## src/rtl/uart_pkg.sv

```systemverilog
// Shared types and constants for the memory-mapped UART transmitter.
package uart_pkg;

  typedef enum logic [1:0] {
    DT_BYTE = 2'd0,
    DT_HALF = 2'd1,
    DT_WORD = 2'd2
  } mem_dt_e;

  typedef enum logic [1:0] {
    ENOERR = 2'd0,
    EALIGN = 2'd1
  } errno_e;

  typedef enum logic [1:0] {
    IDLE  = 2'd0,
    START = 2'd1,
    DATA  = 2'd2,
    STOP  = 2'd3
  } uart_state_e;

  localparam int unsigned DIV_W = 16;

  localparam logic [3:0] UART_OFF_DATA   = 4'h0;
  localparam logic [3:0] UART_OFF_STATUS = 4'h4;
  localparam logic [3:0] UART_OFF_DIV    = 4'h8;
  localparam logic [3:0] UART_OFF_IE     = 4'hC;

  localparam int unsigned STS_BUSY   = 0;
  localparam int unsigned STS_FULL   = 1;
  localparam int unsigned STS_EMPTY  = 2;
  localparam int unsigned STS_OVF    = 3;
  localparam int unsigned STS_CNT_LO = 4;

  // A programmed divisor of zero behaves as one cycle per bit.
  function automatic logic [DIV_W-1:0] div_eff(input logic [DIV_W-1:0] d);
    return (d == '0) ? DIV_W'(1) : d;
  endfunction

endpackage

```

## src/rtl/sync_fifo.sv

```systemverilog
// Synchronous show-ahead FIFO; DEPTH must be a power of two, at least 2.
module sync_fifo #(
  parameter int unsigned WIDTH = 8,
  parameter int unsigned DEPTH = 8
) (
  input  logic                     clk,
  input  logic                     rst,
  input  logic                     push,
  input  logic                     pop,
  input  logic [WIDTH-1:0]         din,
  output logic [WIDTH-1:0]         dout,
  output logic                     full,
  output logic                     empty,
  output logic [$clog2(DEPTH):0]   count
);

  localparam int unsigned AW = $clog2(DEPTH);
  localparam logic [AW:0] DEPTH_C = (AW+1)'(DEPTH);

  logic [WIDTH-1:0] mem [DEPTH];
  logic [AW-1:0]    wr_ptr;
  logic [AW-1:0]    rd_ptr;
  logic [AW:0]      cnt_q;
  logic             do_push;
  logic             do_pop;

  // A push while full is accepted only when a pop frees a slot in the same cycle.
  assign do_pop  = pop && !empty;
  assign do_push = push && (!full || do_pop);

  always_ff @(posedge clk or negedge rst) begin
    if (!rst) begin
      wr_ptr <= '0;
      rd_ptr <= '0;
      cnt_q  <= '0;
    end else begin
      if (do_push) wr_ptr <= wr_ptr + AW'(1);
      if (do_pop)  rd_ptr <= rd_ptr + AW'(1);
      if (do_push && !do_pop)      cnt_q <= cnt_q + (AW+1)'(1);
      else if (do_pop && !do_push) cnt_q <= cnt_q - (AW+1)'(1);
    end
  end

  always_ff @(posedge clk) begin
    if (do_push) mem[wr_ptr] <= din;
  end

  assign dout  = mem[rd_ptr];
  assign full  = (cnt_q == DEPTH_C);
  assign empty = (cnt_q == '0);
  assign count = cnt_q;

endmodule

```

## src/rtl/mmio_uart_tx.sv

```systemverilog
// Memory-mapped 8N1 UART transmitter with a TX FIFO and programmable divisor.
// Optional MMIO_UART_TX_IRQ_EN adds an IE register at 0xC and an irq output.
module mmio_uart_tx
  import uart_pkg::*;
#(
  parameter logic [31:0]      BASE_ADDR  = 32'h8000_0000,
  parameter logic [15:0]      DIV_RST    = 16'd434,
  parameter int unsigned      FIFO_DEPTH = 8
) (
  input  logic        clk,
  input  logic        rst,
  input  logic [31:0] addr,
  input  logic [31:0] wd,
  input  logic        we,
  input  mem_dt_e     dt,
  output logic [31:0] rd,
  output errno_e      err,
  output logic        tx
`ifdef MMIO_UART_TX_IRQ_EN
  ,
  output logic        irq
`endif
);

  localparam int unsigned CW = $clog2(FIFO_DEPTH) + 1;

  logic             in_win;
  logic             aligned;
  logic             is_word;
  logic [3:0]       off;
  logic             acc_ok;
  logic             data_wr;
  logic             div_wr;
  logic             sts_rd;

  logic             fifo_pop;
  logic             fifo_full;
  logic             fifo_empty;
  logic [7:0]       fifo_dout;
  logic [CW-1:0]    fifo_count;

  logic [DIV_W-1:0] div_q;
  logic             ovf_q;
  logic             ovf_set;
  logic [3:0]       cnt_sat;
  logic [7:0]       status;
  logic             busy;

  uart_state_e      state_q, state_d;
  logic [DIV_W-1:0] cnt_q, cnt_d;
  logic [DIV_W-1:0] reload_q, reload_d;
  logic [2:0]       idx_q, idx_d;
  logic [7:0]       shift_q, shift_d;
  logic             tx_d;
  logic             bit_end;

  logic             unused_wd;
  assign unused_wd = ^wd[31:16];

  // Address decode
  assign in_win  = (addr[31:4] == BASE_ADDR[31:4]);
  assign off     = addr[3:0];
  assign aligned = (addr[1:0] == 2'b00);
  assign is_word = (dt == DT_WORD);
  assign acc_ok  = in_win && aligned;
  assign data_wr = acc_ok && we && (off == UART_OFF_DATA);
  assign div_wr  = acc_ok && we && is_word && (off == UART_OFF_DIV);
  assign sts_rd  = acc_ok && !we && is_word && (off == UART_OFF_STATUS);

  sync_fifo #(
    .WIDTH (8),
    .DEPTH (FIFO_DEPTH)
  ) u_fifo (
    .clk   (clk),
    .rst   (rst),
    .push  (data_wr),
    .pop   (fifo_pop),
    .din   (wd[7:0]),
    .dout  (fifo_dout),
    .full  (fifo_full),
    .empty (fifo_empty),
    .count (fifo_count)
  );

  assign ovf_set = data_wr && fifo_full && !fifo_pop;

  always_ff @(posedge clk or negedge rst) begin
    if (!rst) begin
      div_q <= DIV_RST;
      ovf_q <= 1'b0;
    end else begin
      if (div_wr) div_q <= wd[15:0];
      // A fresh overflow wins over a clearing read in the same cycle.
      if (ovf_set)     ovf_q <= 1'b1;
      else if (sts_rd) ovf_q <= 1'b0;
    end
  end

`ifdef MMIO_UART_TX_IRQ_EN
  logic ie_q;
  logic ie_wr;

  assign ie_wr = acc_ok && we && is_word && (off == UART_OFF_IE);

  always_ff @(posedge clk or negedge rst) begin
    if (!rst) begin
      ie_q <= 1'b0;
      irq  <= 1'b0;
    end else begin
      if (ie_wr) ie_q <= wd[0];
      irq <= ie_q && fifo_empty && (state_q == IDLE);
    end
  end
`endif

  // Status word
  assign busy    = (state_q != IDLE) || !fifo_empty;
  assign cnt_sat = (32'(fifo_count) > 32'd15) ? 4'hF : 4'(fifo_count);

  always_comb begin
    status                 = '0;
    status[STS_BUSY]       = busy;
    status[STS_FULL]       = fifo_full;
    status[STS_EMPTY]      = fifo_empty;
    status[STS_OVF]        = ovf_q;
    status[STS_CNT_LO+:4]  = cnt_sat;
  end

  // Read data and access status
  always_comb begin
    rd  = '0;
    err = ENOERR;
    if (in_win) begin
      if (!aligned) begin
        err = EALIGN;
      end else begin
        case (off)
          UART_OFF_STATUS: if (is_word) rd = 32'(status); else err = EALIGN;
          UART_OFF_DIV:    if (is_word) rd = 32'(div_q);  else err = EALIGN;
`ifdef MMIO_UART_TX_IRQ_EN
          UART_OFF_IE:     if (is_word) rd = 32'(ie_q);   else err = EALIGN;
`endif
          default: ;
        endcase
      end
    end
  end

  // Serialiser state register
  always_ff @(posedge clk or negedge rst) begin
    if (!rst) begin
      state_q  <= IDLE;
      cnt_q    <= '0;
      reload_q <= DIV_W'(1);
      idx_q    <= '0;
      shift_q  <= '0;
      tx       <= 1'b1;
    end else begin
      state_q  <= state_d;
      cnt_q    <= cnt_d;
      reload_q <= reload_d;
      idx_q    <= idx_d;
      shift_q  <= shift_d;
      tx       <= tx_d;
    end
  end

  assign bit_end = (cnt_q == '0);

  // Next state; tx is registered from the next-state values so it changes on the transition edge.
  always_comb begin
    state_d  = state_q;
    cnt_d    = cnt_q;
    reload_d = reload_q;
    idx_d    = idx_q;
    shift_d  = shift_q;
    fifo_pop = 1'b0;
    tx_d     = 1'b1;

    case (state_q)
      IDLE: begin
        if (!fifo_empty) begin
          state_d  = START;
          fifo_pop = 1'b1;
          shift_d  = fifo_dout;
          reload_d = div_eff(div_q);
          cnt_d    = div_eff(div_q) - DIV_W'(1);
        end
      end
      START: begin
        if (bit_end) begin
          state_d = DATA;
          idx_d   = '0;
          cnt_d   = reload_q - DIV_W'(1);
        end else begin
          cnt_d = cnt_q - DIV_W'(1);
        end
      end
      DATA: begin
        if (bit_end) begin
          cnt_d = reload_q - DIV_W'(1);
          if (idx_q == 3'd7) begin
            state_d = STOP;
          end else begin
            idx_d   = idx_q + 3'd1;
            shift_d = {1'b0, shift_q[7:1]};
          end
        end else begin
          cnt_d = cnt_q - DIV_W'(1);
        end
      end
      STOP: begin
        if (bit_end) begin
          if (!fifo_empty) begin
            state_d  = START;
            fifo_pop = 1'b1;
            shift_d  = fifo_dout;
            reload_d = div_eff(div_q);
            cnt_d    = div_eff(div_q) - DIV_W'(1);
          end else begin
            state_d = IDLE;
          end
        end else begin
          cnt_d = cnt_q - DIV_W'(1);
        end
      end
      default: state_d = IDLE;
    endcase

    case (state_d)
      START:   tx_d = 1'b0;
      DATA:    tx_d = shift_d[0];
      default: tx_d = 1'b1;
    endcase
  end

endmodule
```

## config.mk

```make
export PLATFORM = sky130hd
export DESIGN_NAME = mmio_uart_tx
export DESIGN_NICKNAME = d
export VERILOG_FILES = /design/src/rtl/uart_pkg.sv /design/src/rtl/sync_fifo.sv /design/src/rtl/mmio_uart_tx.sv
export SDC_FILE = /design/constraint.sdc
export NUM_CORES = 1
export LEC_CHECK = 0
export CAP_MARGIN = 20
export CORE_UTILIZATION = 33
export CTS_CLUSTER_DIAMETER = 60
export DETAILED_ROUTE_END_ITERATION = 8
export PLACE_DENSITY = 0.56
export RECOVER_POWER = 50
export SLEW_MARGIN = 20
export SYNTH_ARGS = -nofsm -noshare
export SYNTH_HDL_FRONTEND = slang
export SYNTH_SLANG_ARGS = --single-unit
```

## constraint.sdc

```tcl
create_clock -name clk -period 2.85 [get_ports clk]
set_clock_uncertainty 0.05 [all_clocks]
set_input_delay 0.285 -clock clk [delete_from_list [all_inputs] [get_ports clk]]
set_output_delay 0.285 -clock clk [all_outputs]
set_load 0.1 [all_outputs]
```

# Yosys cells after proc, flatten, opt, wreduce, memory -nomap -nowiden
# Memory sizes are Yosys's and may differ from the RTL's.
# Index checks and enable logic that the tools add are counted.
# word_totals
regBits	73
mem_bits_rw	64
in_bits	69
out_inout_bits	35
n_memories	1
# op_classes
add_sub_neg	8
eq_ne	15
mux	43
n_reduce_logical	39
# mem_list
name	words	width	read_ports	rd_clocked_by_memory_dff	wr	line_no	rtl
u_fifo.mem	8	8	1	0	1	sync_fifo.sv:20	logic [WIDTH-1:0] mem [DEPTH];
# ops
cell	count
$mux W16	9
$pmux W16 S2	2
$pmux W16 S3	1
$sub A16 B1 Y16 const B	3
$mux W8	5
$logic_not A16 Y1	2
$eq A28 B28 Y1 const B	1
$pmux W8 S3	1
$logic_and A1 B1 Y1	14
$mux W1	11
$mux W2	5
$reduce_bool A2 Y1	5
$add A3 B1 Y3 const B	3
$mux W3	3
$eq A2 B2 Y1 const B	4
$eq A4 B4 Y1 const B	2
$logic_not A4 Y1	2
$mux W4	2
$ne A2 B2 Y1 const B	4
$pmux W2 S4	1
$reduce_and A4 Y1	2
$logic_not A1 Y1	6
$pmux W3 S2	1
$add A4 B1 Y4 const B	1
other kinds (10)	15

# Depth between registers and ports, before layout
# Gate-level depths: netlist of the first run.
# depth
ltp_word	11
mapped_depth	16
depth_no_buf	15

# Cells and area by module
# From an unflattened synthesis of the first run, not the netlist that was laid out.
# unflattened
cells_unflattened	627
area_unflattened_um2	7457.2
# modules_own_cells
module	instances	cells_per_inst	area_per_inst_um2	seq_area_each_um2
mmio_uart_tx	1	471	4394.2	1585.3
sync_fifo	1	156	3062.9	2172.1

# Worst setup path before layout of the first run
# Ideal clock, no wire load.
# synth_timing
path_kind	flip-flop to flip-flop
start	register cnt_q[0]
end	register u_fifo.cnt_q[3] (netlist: u_fifo.count[3])
arrival_time_ps	2933
t_required_ps	2671
path_slack_ps	-262
path_stages_with_launch	17
period_less_slack_ps	3112
cell_sequence	dfrtp_1 -> inv_1 -> ha_1 -> nor4bb_1 -> a41oi_1 -> or2_2 -> clkbuf_1 -> nor2_1 -> inv_1 -> ha_1 -> inv_1 -> ha_1 -> a21o_1 -> a21oi_1 -> xnor2_1 -> nor2_1 -> xor2_1
# synth_via
elab_chain_len	9
word_cells_on_any_way	12
classes_between	mux: 3; reduce/logical: 9
# synth_lines
element	line_no	rtl
start: declaration	mmio_uart_tx.sv:50	logic [DIV_W-1:0] cnt_q, cnt_d;
start signal: assignment	mmio_uart_tx.sv:160	cnt_q <= cnt_d;
$logic_not A16 Y1 (*)	mmio_uart_tx.sv:168	assign bit_end = (cnt_q == '0);
$mux W1 (*)	mmio_uart_tx.sv:213	if (bit_end) begin
$pmux W1 S2 (*)	mmio_uart_tx.sv:180	case (state_q)
$logic_and A1 B1 Y1 (*)	sync_fifo.sv:28	assign do_pop = pop && !empty;
$logic_or A1 B1 Y1	sync_fifo.sv:29	assign do_push = push && (!full || do_pop);
$logic_and A1 B1 Y1	sync_fifo.sv:29	
$logic_not A1 Y1	sync_fifo.sv:40	else if (do_pop && !do_push) cnt_q <= cnt_q - (AW+1)'(1);
$logic_and A1 B1 Y1	sync_fifo.sv:40	
$reduce_bool A2 Y1 (no source line)	--	
end signal: assignment	sync_fifo.sv:39	if (do_push && !do_pop) cnt_q <= cnt_q + (AW+1)'(1);
end signal: assignment	sync_fifo.sv:40	
end: declaration	sync_fifo.sv:23	logic [AW:0] cnt_q;
# Mark *: on every way between the ends. The rest lies on a longest branch, timed or not.
# A chain may end at the register's enable or synchronous reset.

# Worst setup path after layout of the first run
# layout_timing
start	register cnt_q[1]
end	register u_fifo.cnt_q[3] (netlist: u_fifo.count[3])
# layout_via
elab_chain_len	9
word_cells_on_any_way	12
classes_between	mux: 3; reduce/logical: 9
# layout_lines
element	line_no	rtl
$logic_not A16 Y1 (*)	mmio_uart_tx.sv:168	
$mux W1 (*)	mmio_uart_tx.sv:213	
$pmux W1 S2 (*)	mmio_uart_tx.sv:180	
$logic_and A1 B1 Y1 (*)	sync_fifo.sv:28	
$logic_or A1 B1 Y1 (*)	sync_fifo.sv:29	
$logic_and A1 B1 Y1 (*)	sync_fifo.sv:29	
via u_fifo.do_push	sync_fifo.sv:24	logic do_push;
$logic_not A1 Y1	sync_fifo.sv:40	
$logic_and A1 B1 Y1	sync_fifo.sv:40	
$reduce_bool A2 Y1 (no source line)	--	
# Mark *: on every way through the listed nets, which the timed path passes. The rest lies on a longest branch.

==> results.toml, run 1 <==
[place]
place_area_sq_um = 9000
io_buffers = 70
hpwl_microns = 13100
routabilityCongestion = 0.809

[power]
power.leakage_nw = 4.15
clockPowerShare = 0.478
switchingPower_mw = 1.13
power_density_nw_per_um2 = 471
p_comb_frac = 0.066
ir_drop_uv = 387
p_seq_frac = 0.456
swShare = 0.244
p_int_mw = 3.49

[run_status]
violations = "max-capacitance violations, max-slew violations, negative setup slack"
status = "finished, violations left"

[routing]
drtIter0Drc = 339
wirelength_microns = 18300
drc = 0
vias = 5466
drtPass1Iterations = 4
viasPerCell = 5.11
antenna_left = 0
wire_per_inst_microns = 17.1

[timing]
hold_viol_final = 0
rsz0062_at_grt = "true"
tightest_slew_ps = 1850
fin_crit_ps = 2860
slew_headroom = -0.230
clock.fmax_ghz = 0.350
setup_violations = 1
slew_violations = 74
setup_tns_ps = -5.42
worst_slack_ps = -5.42
period_share = 1.00

[final_layout]
areaGrowthSynthToFinish_pct = 35.0
fin_area_sq_um = 9790
final_core_util = 0.460
drive_gt1_frac = 0.312
nFillCells = 1909
multiInputGateArea_sq_um = 3440
antenna_cells = 0
seq_area_sq_um = 3760
nets = 868

[yosys]
synth.distinct_cells = 66
syn_avg_cell_area_sq_um = 11.7
seq_area_frac_synth = 0.518
synthArstFlopShare = 0.533
ys_seq_elements = 137
synthCells = 620
synth-edff-count = 64
syn_area_sq_um = 7250
yosysWarningCount = 0
ys.flop_type = "dfrtp_1"

[worst_hold_path]
min_path_type = "in2reg"
worstHoldStart = "wd[13]"
holdPathStages = 2
hold-path-endpoint = "div_q[13]"

[cts]
cts_tree = "done"
cts_buffer_depth = 2
numCtsBuffers = 17
clock_latency_ps = 420
h-tree-depth = 4
cts_sinks = 137
path_clk_slew_ps = 60
cts_root_buf = "clkbuf_16"

[setup_path]
regToRegEndpoint = "u_fifo.count[3]"
crit_chain = "inv_2, ha_4, nor4bb_4, a41oi_2, o211ai_1, nand2b_1, inv_2, ha_4, inv_2, ha_4, a21o_1, a21oi_2, xnor2_1, nor2_1, xor2_1"
crit_path_end_kind = "flop"
crit_arrival_ps = 3110
required_ps = 3100
slowest_delay_ps = 390
crit_family = "compound AO/OA/AOI/OAI gates"
cp-start-kind = "flop"
critPathKind = "reg2reg"
slowest_stage = "dfrtp_1"
critical_path_buf_inv_count = 3
worstReg2RegStart = "cnt_q[1]"
rr_worst_depth = 15
reg2reg_slack_ps = -5
critPathMaxFanout = 2

[die]
core_sq_um = 21300
rows = 53
dieArea_sq_um = 22600
io_pins = 104
die_h_microns = 150
start_util = 0.341
die_x_microns = 150

[global_routing]
grt_overflow_total = 0
use_met1 = 0.225
grt_busiest_layer = "met2"
antenna_found_initial = 0
grt_pass1_vias = 5518
use_met3 = 0.0345
grt_use_total = 0.172
grt_max_degree = 74
grt_pass1_wl_microns = 29300
use_met2 = 0.282

[job]
cap_violations = 1
## registers in the layout, indices dropped and copies added, names as in the netlist
register and flops:
ovf_q 1, tx 1, idx_q 3, div_q 16, u_fifo.count 4, reload_q 16
u_fifo.wr_ptr 3, u_fifo.mem 64, state_q 2, u_fifo.rd_ptr 3, shift_q 8, cnt_q 16
## placed cells by master (no fill, tap or decap), types with 12 or more instances in the layout
cell type        count
mux4_2              15
nor2_1              55
a21oi_1             28
xnor2_1             19
mux2_2              33
nand3_1             12
clkbuf_16           17
nand2_1             36
nor3_1              19
dfrtp_1             66
buf_4               93
conb_1              17
edfxtp_1            64
buf_12              17
clkdlybuf4s50_1     43
xor2_1              22
o21ai_0             20
## how the worst max path moves through the flow
| stage | from | to | depth (start not counted) |
|---|---|---|---|
| 2_1_floorplan | cnt_q[0] | u_fifo.count[3] | 16 |
| 3_3_place_gp | addr[13] | u_fifo.count[3] | 15 |
| 3_5_place_dp | addr[13] | u_fifo.count[3] | 15 |
| 4_1_cts | cnt_q[1] | u_fifo.count[3] | 15 |
| 5_1_grt | cnt_q[0] | u_fifo.count[3] | 15 |
| 6_report | cnt_q[1] | u_fifo.count[3] | 15 |
## routing by layer
layer  vias up  share of wire  wire length, microns
met3        13          0.042                   766
met5         -              0                     0
met4         0          0.010                   185
met1      2702           0.45                  8290
met2       162           0.49                  9040
li1       2589              -                     -
## layout make-up
cell class                 count  share of cell area
clock buffer                  18              0.0438
clock inverter                14              0.0164
inverter                      14             0.00537
multi-input combinational    445               0.351
sequential                   137               0.384
tap                          275              0.0351
timing repair buffer         167               0.164
## timing repair
| item | CTS | global route |
|---|---|---|
| resized for setup | 13 | 18 |
| endpoints found under the hold margin | 22 | 0 |
| endpoints found under the setup margin | 4 | 6 |
| pin swaps | 6 | 21 |
| hold buffers | 1 | 0 |
| buffers inserted | 1 | 5 |
## power by group through the flow
stage               Combinational, mW  Clock (mW)  Sequential (mW)
floorplan                       0.141           0             2.20
global placement                0.305           0             2.15
detailed placement              0.309           0             2.15
CTS                             0.311        2.25             2.11
global route                    0.324        2.33             2.11
finish                          0.305        2.20             2.11
## synthesized netlist by cell type (all sizes together) (4+ instances only)
cell type   n  share of area
nand3      12         0.0083
o22ai       8         0.0069
o21ai      22          0.016
and3       10         0.0086
a221o       5         0.0071
inv        14         0.0072
nor3       21          0.014
mux2i       9          0.012
a21oi      30          0.021
nand2      36          0.019
nand4       4         0.0035
mux2       33          0.051
or3         9         0.0079
ha         16          0.028
edfxtp     64           0.27
dfstp       7          0.025
nor3b       9          0.011
or4         4         0.0052
nor4       13          0.018
o211ai      4         0.0041
o31ai       4         0.0041
clkbuf     14         0.0072
a22oi       7         0.0072
xnor2      20          0.024
buf        26          0.026
nor2b       4         0.0035
nand2b      7         0.0060
mux4       15          0.047
dfrtp      66           0.23
xor2       23          0.028
nor2       64          0.033
## cells by family after synthesis
kind of cell | count (synthesis) | share of synthesized area
buf+inv | 54 | 0.0400
flops | 137 | 0.518
simple gates | 207 | 0.154
fa+ha+maj | 17 | 0.0304
mux | 57 | 0.110
compound gates | 104 | 0.0945
other cells | 1 | 0.000517
xor+xnor | 43 | 0.0519
## stage by stage
stage	power [mW]	setup WS [ps]	std cells	hold WS, ps
6_report	4.62	-5.42	1070	432
5_1_grt	4.76	-121	1070	425
4_1_cts	4.66	-7.58	1065	413
3_5_place_dp	2.45	-313	1031	418
3_3_place_gp	2.45	-255	1031	408
2_1_floorplan	2.34	-129	636	-60.6
No activity file was read; power rests on OpenSTA's default activity.
==> inputs of run 2 (changes only) <==
--- a/config.mk
+++ b/config.mk
@@ -9,6 +9,7 @@
 export CORE_UTILIZATION = 33
 export CTS_CLUSTER_DIAMETER = 60
 export DETAILED_ROUTE_END_ITERATION = 8
+export GPL_ROUTABILITY_DRIVEN = 0
 export PLACE_DENSITY = 0.56
 export RECOVER_POWER = 50
 export SLEW_MARGIN = 20
==> results of run 2 <==
No change in the layout: final DEF, timing and power equal those of run 1.
==> inputs of run 3 (changes only) <==
--- a/config.mk
+++ b/config.mk
@@ -6,13 +6,14 @@
 export NUM_CORES = 1
 export LEC_CHECK = 0
 export CAP_MARGIN = 20
+export CORE_MARGIN = 5
 export CORE_UTILIZATION = 33
 export CTS_CLUSTER_DIAMETER = 60
 export DETAILED_ROUTE_END_ITERATION = 8
 export GPL_ROUTABILITY_DRIVEN = 0
 export PLACE_DENSITY = 0.56
 export RECOVER_POWER = 50
-export SLEW_MARGIN = 20
+export SLEW_MARGIN = 5
 export SYNTH_ARGS = -nofsm -noshare
 export SYNTH_HDL_FRONTEND = slang
 export SYNTH_SLANG_ARGS = --single-unit
==> run 3 against run 2 <==
  * The flow finishes with violations (max-capacitance violations, max-slew violations)
  * Non-clock buffer count unchanged
  * Global-route usage down 2.0 points
  * Clock power up 2%
  * Sequential cell count unchanged
  * Largest power group unchanged
  * Via count up 1.0%
  * Setup slack better by 41 ps
  * Clock-buffer cell count down 1
  * Combinational power about the same
  * Cell area up 0.63%
  * Fmax up 1.4%
==> results.toml, run 3 (synthesis results as in run 1) <==
[worst_hold_path]
holdPathStages = 2
min_path_type = "in2reg"

[place]
dpl_worst_slack_ps = -336
io_buffers = 70
hpwl_microns = 13300

[setup_path]
rr_worst_depth = 13
worstSetupStartpoint = "cnt_q[9]"
cp-start-kind = "flop"
crit_arrival_ps = 3070
endpoint = "u_fifo.count[3]"
regToRegEndpoint = "u_fifo.count[3]"
crit_path_end_kind = "flop"
required_ps = 3100
reg2reg_slack_ps = 40
critPathMaxFanout = 3
worstReg2RegStart = "cnt_q[9]"
critPathKind = "reg2reg"

[routing]
drc = 0
vias = 5522
drtIter0Drc = 399
drtPass1Iterations = 5
wirelength_microns = 18700
antenna_left = 0
wire_per_inst_microns = 17.4
viasPerCell = 5.14

[global_routing]
grt_use_total = 0.152
grt_overflow_total = 0
antenna_found_initial = 0
grt_max_degree = 74
grt_pass1_vias = 5589
grt_pass1_wl_microns = 29700

[timing]
setup_violations = 0
rsz0062_at_grt = "true"
clock.fmax_ghz = 0.355
tightest_slew_ps = 1960
worst_slack_ps = 35.3
slew_headroom = -0.307
hold_viol_final = 0
period_share = 0.988
setup_tns_ps = 0
slew_violations = 35
fin_crit_ps = 2810

[cts]
cts_sinks = 137
clock_latency_ps = 420
numCtsBuffers = 17
cts_tree = "done"
cts_buffer_depth = 2
cts_root_buf = "clkbuf_16"
path_clk_slew_ps = 70
h-tree-depth = 4

[final_layout]
drive_gt1_frac = 0.314
nets = 868
layout_commonest_cell = "buf_4"
regMostFlops = "u_fifo.mem"
areaGrowthSynthToFinish_pct = 35.9
antenna_cells = 0
final_core_util = 0.453
final_cell_mix = "92 x buf_4, 65 x dfrtp_1, 64 x edfxtp_1"
largest_reg_flops = 64

[die]
die_x_microns = 158
die_h_microns = 158
dieArea_sq_um = 25000
start_util = 0.333
core_sq_um = 21800
rows = 54
io_pins = 104

[power]
p_total_mw = 4.64
power.leakage_nw = 4.17
ir_drop_uv = 373
power_density_nw_per_um2 = 471

[job]
cap_violations = 1

[run_status]
violations = "max-capacitance violations, max-slew violations"
status = "finished, violations left"
run 3: worst min path at each step:
| stage | startpoint | end | slack (ps) |
|---|---|---|---|
| final | wd[12] | div_q[12] | 430 |
| after global placement | idx_q[1] | idx_q[1] | 410 |
| after CTS | wd[12] | div_q[12] | 410 |
| after detailed placement | shift_q[7] | shift_q[7] | 430 |
| after global routing | wd[10] | div_q[10] | 440 |
| after floorplan | rst | cnt_q[0] | -60 |
run 3: where the power goes:
group | leakage, nW | internal, mW | switching [mW]
logic | 2.35 | 0.0842 | 0.219
clock network | 0.301 | 1.20 | 1.04
registers | 1.52 | 2.09 | 0.0128
total | 4.17 | 3.38 | 1.27
run 3: through the flow:
step | hold WS (ps) | cells | instance area [sq um]
after floorplan | -60.6 | 636 | 7360
after global placement | 408 | 1031 | 8970
after detailed placement | 425 | 1031 | 8970
after CTS | 413 | 1072 | 9730
after global routing | 438 | 1075 | 9850
final | 430 | 1075 | 9850
run 3: area by class of cell:
class	count	area [sq um]
well taps	280	350
clock inverters	15	196
fillers	1966	11900
inverters	14	55.1
clock buffers	17	425
flip-flops and latches	137	3760
multi-input cells	445	3460
repair buffers	167	1610
run 3: repair_timing:
action                                  CTS  global route
endpoints found under the setup margin    5            61
hold buffers                              1             0
resized for setup                        16            19
setup buffers                             8             3
endpoints found under the hold margin    13             0
pin swaps                                 7            14
run 3: routing by layer:
| layer | track usage | part of all wire | up-vias |
|---|---|---|---|
| met2 | 0.248 | 0.49 | 165 |
| li1 | - | - | 2596 |
| met1 | 0.205 | 0.45 | 2740 |
| met3 | 0.0295 | 0.052 | 21 |
| met4 | 0.0500 | 0.014 | 0 |
| met5 | 0 | 0 | - |
run 3: worst max-delay path: stages (launching register included):
cell,delay [ps]
dfrtp_2,440
nor4_4,420
a41oi_2,220
o211ai_1,290
nand2b_1,130
inv_2,100
ha_4,150
inv_4,40
buf_6,110
ha_4,250
a21oi_4,150
xnor2_1,120
nor2_1,80
xor2_1,140
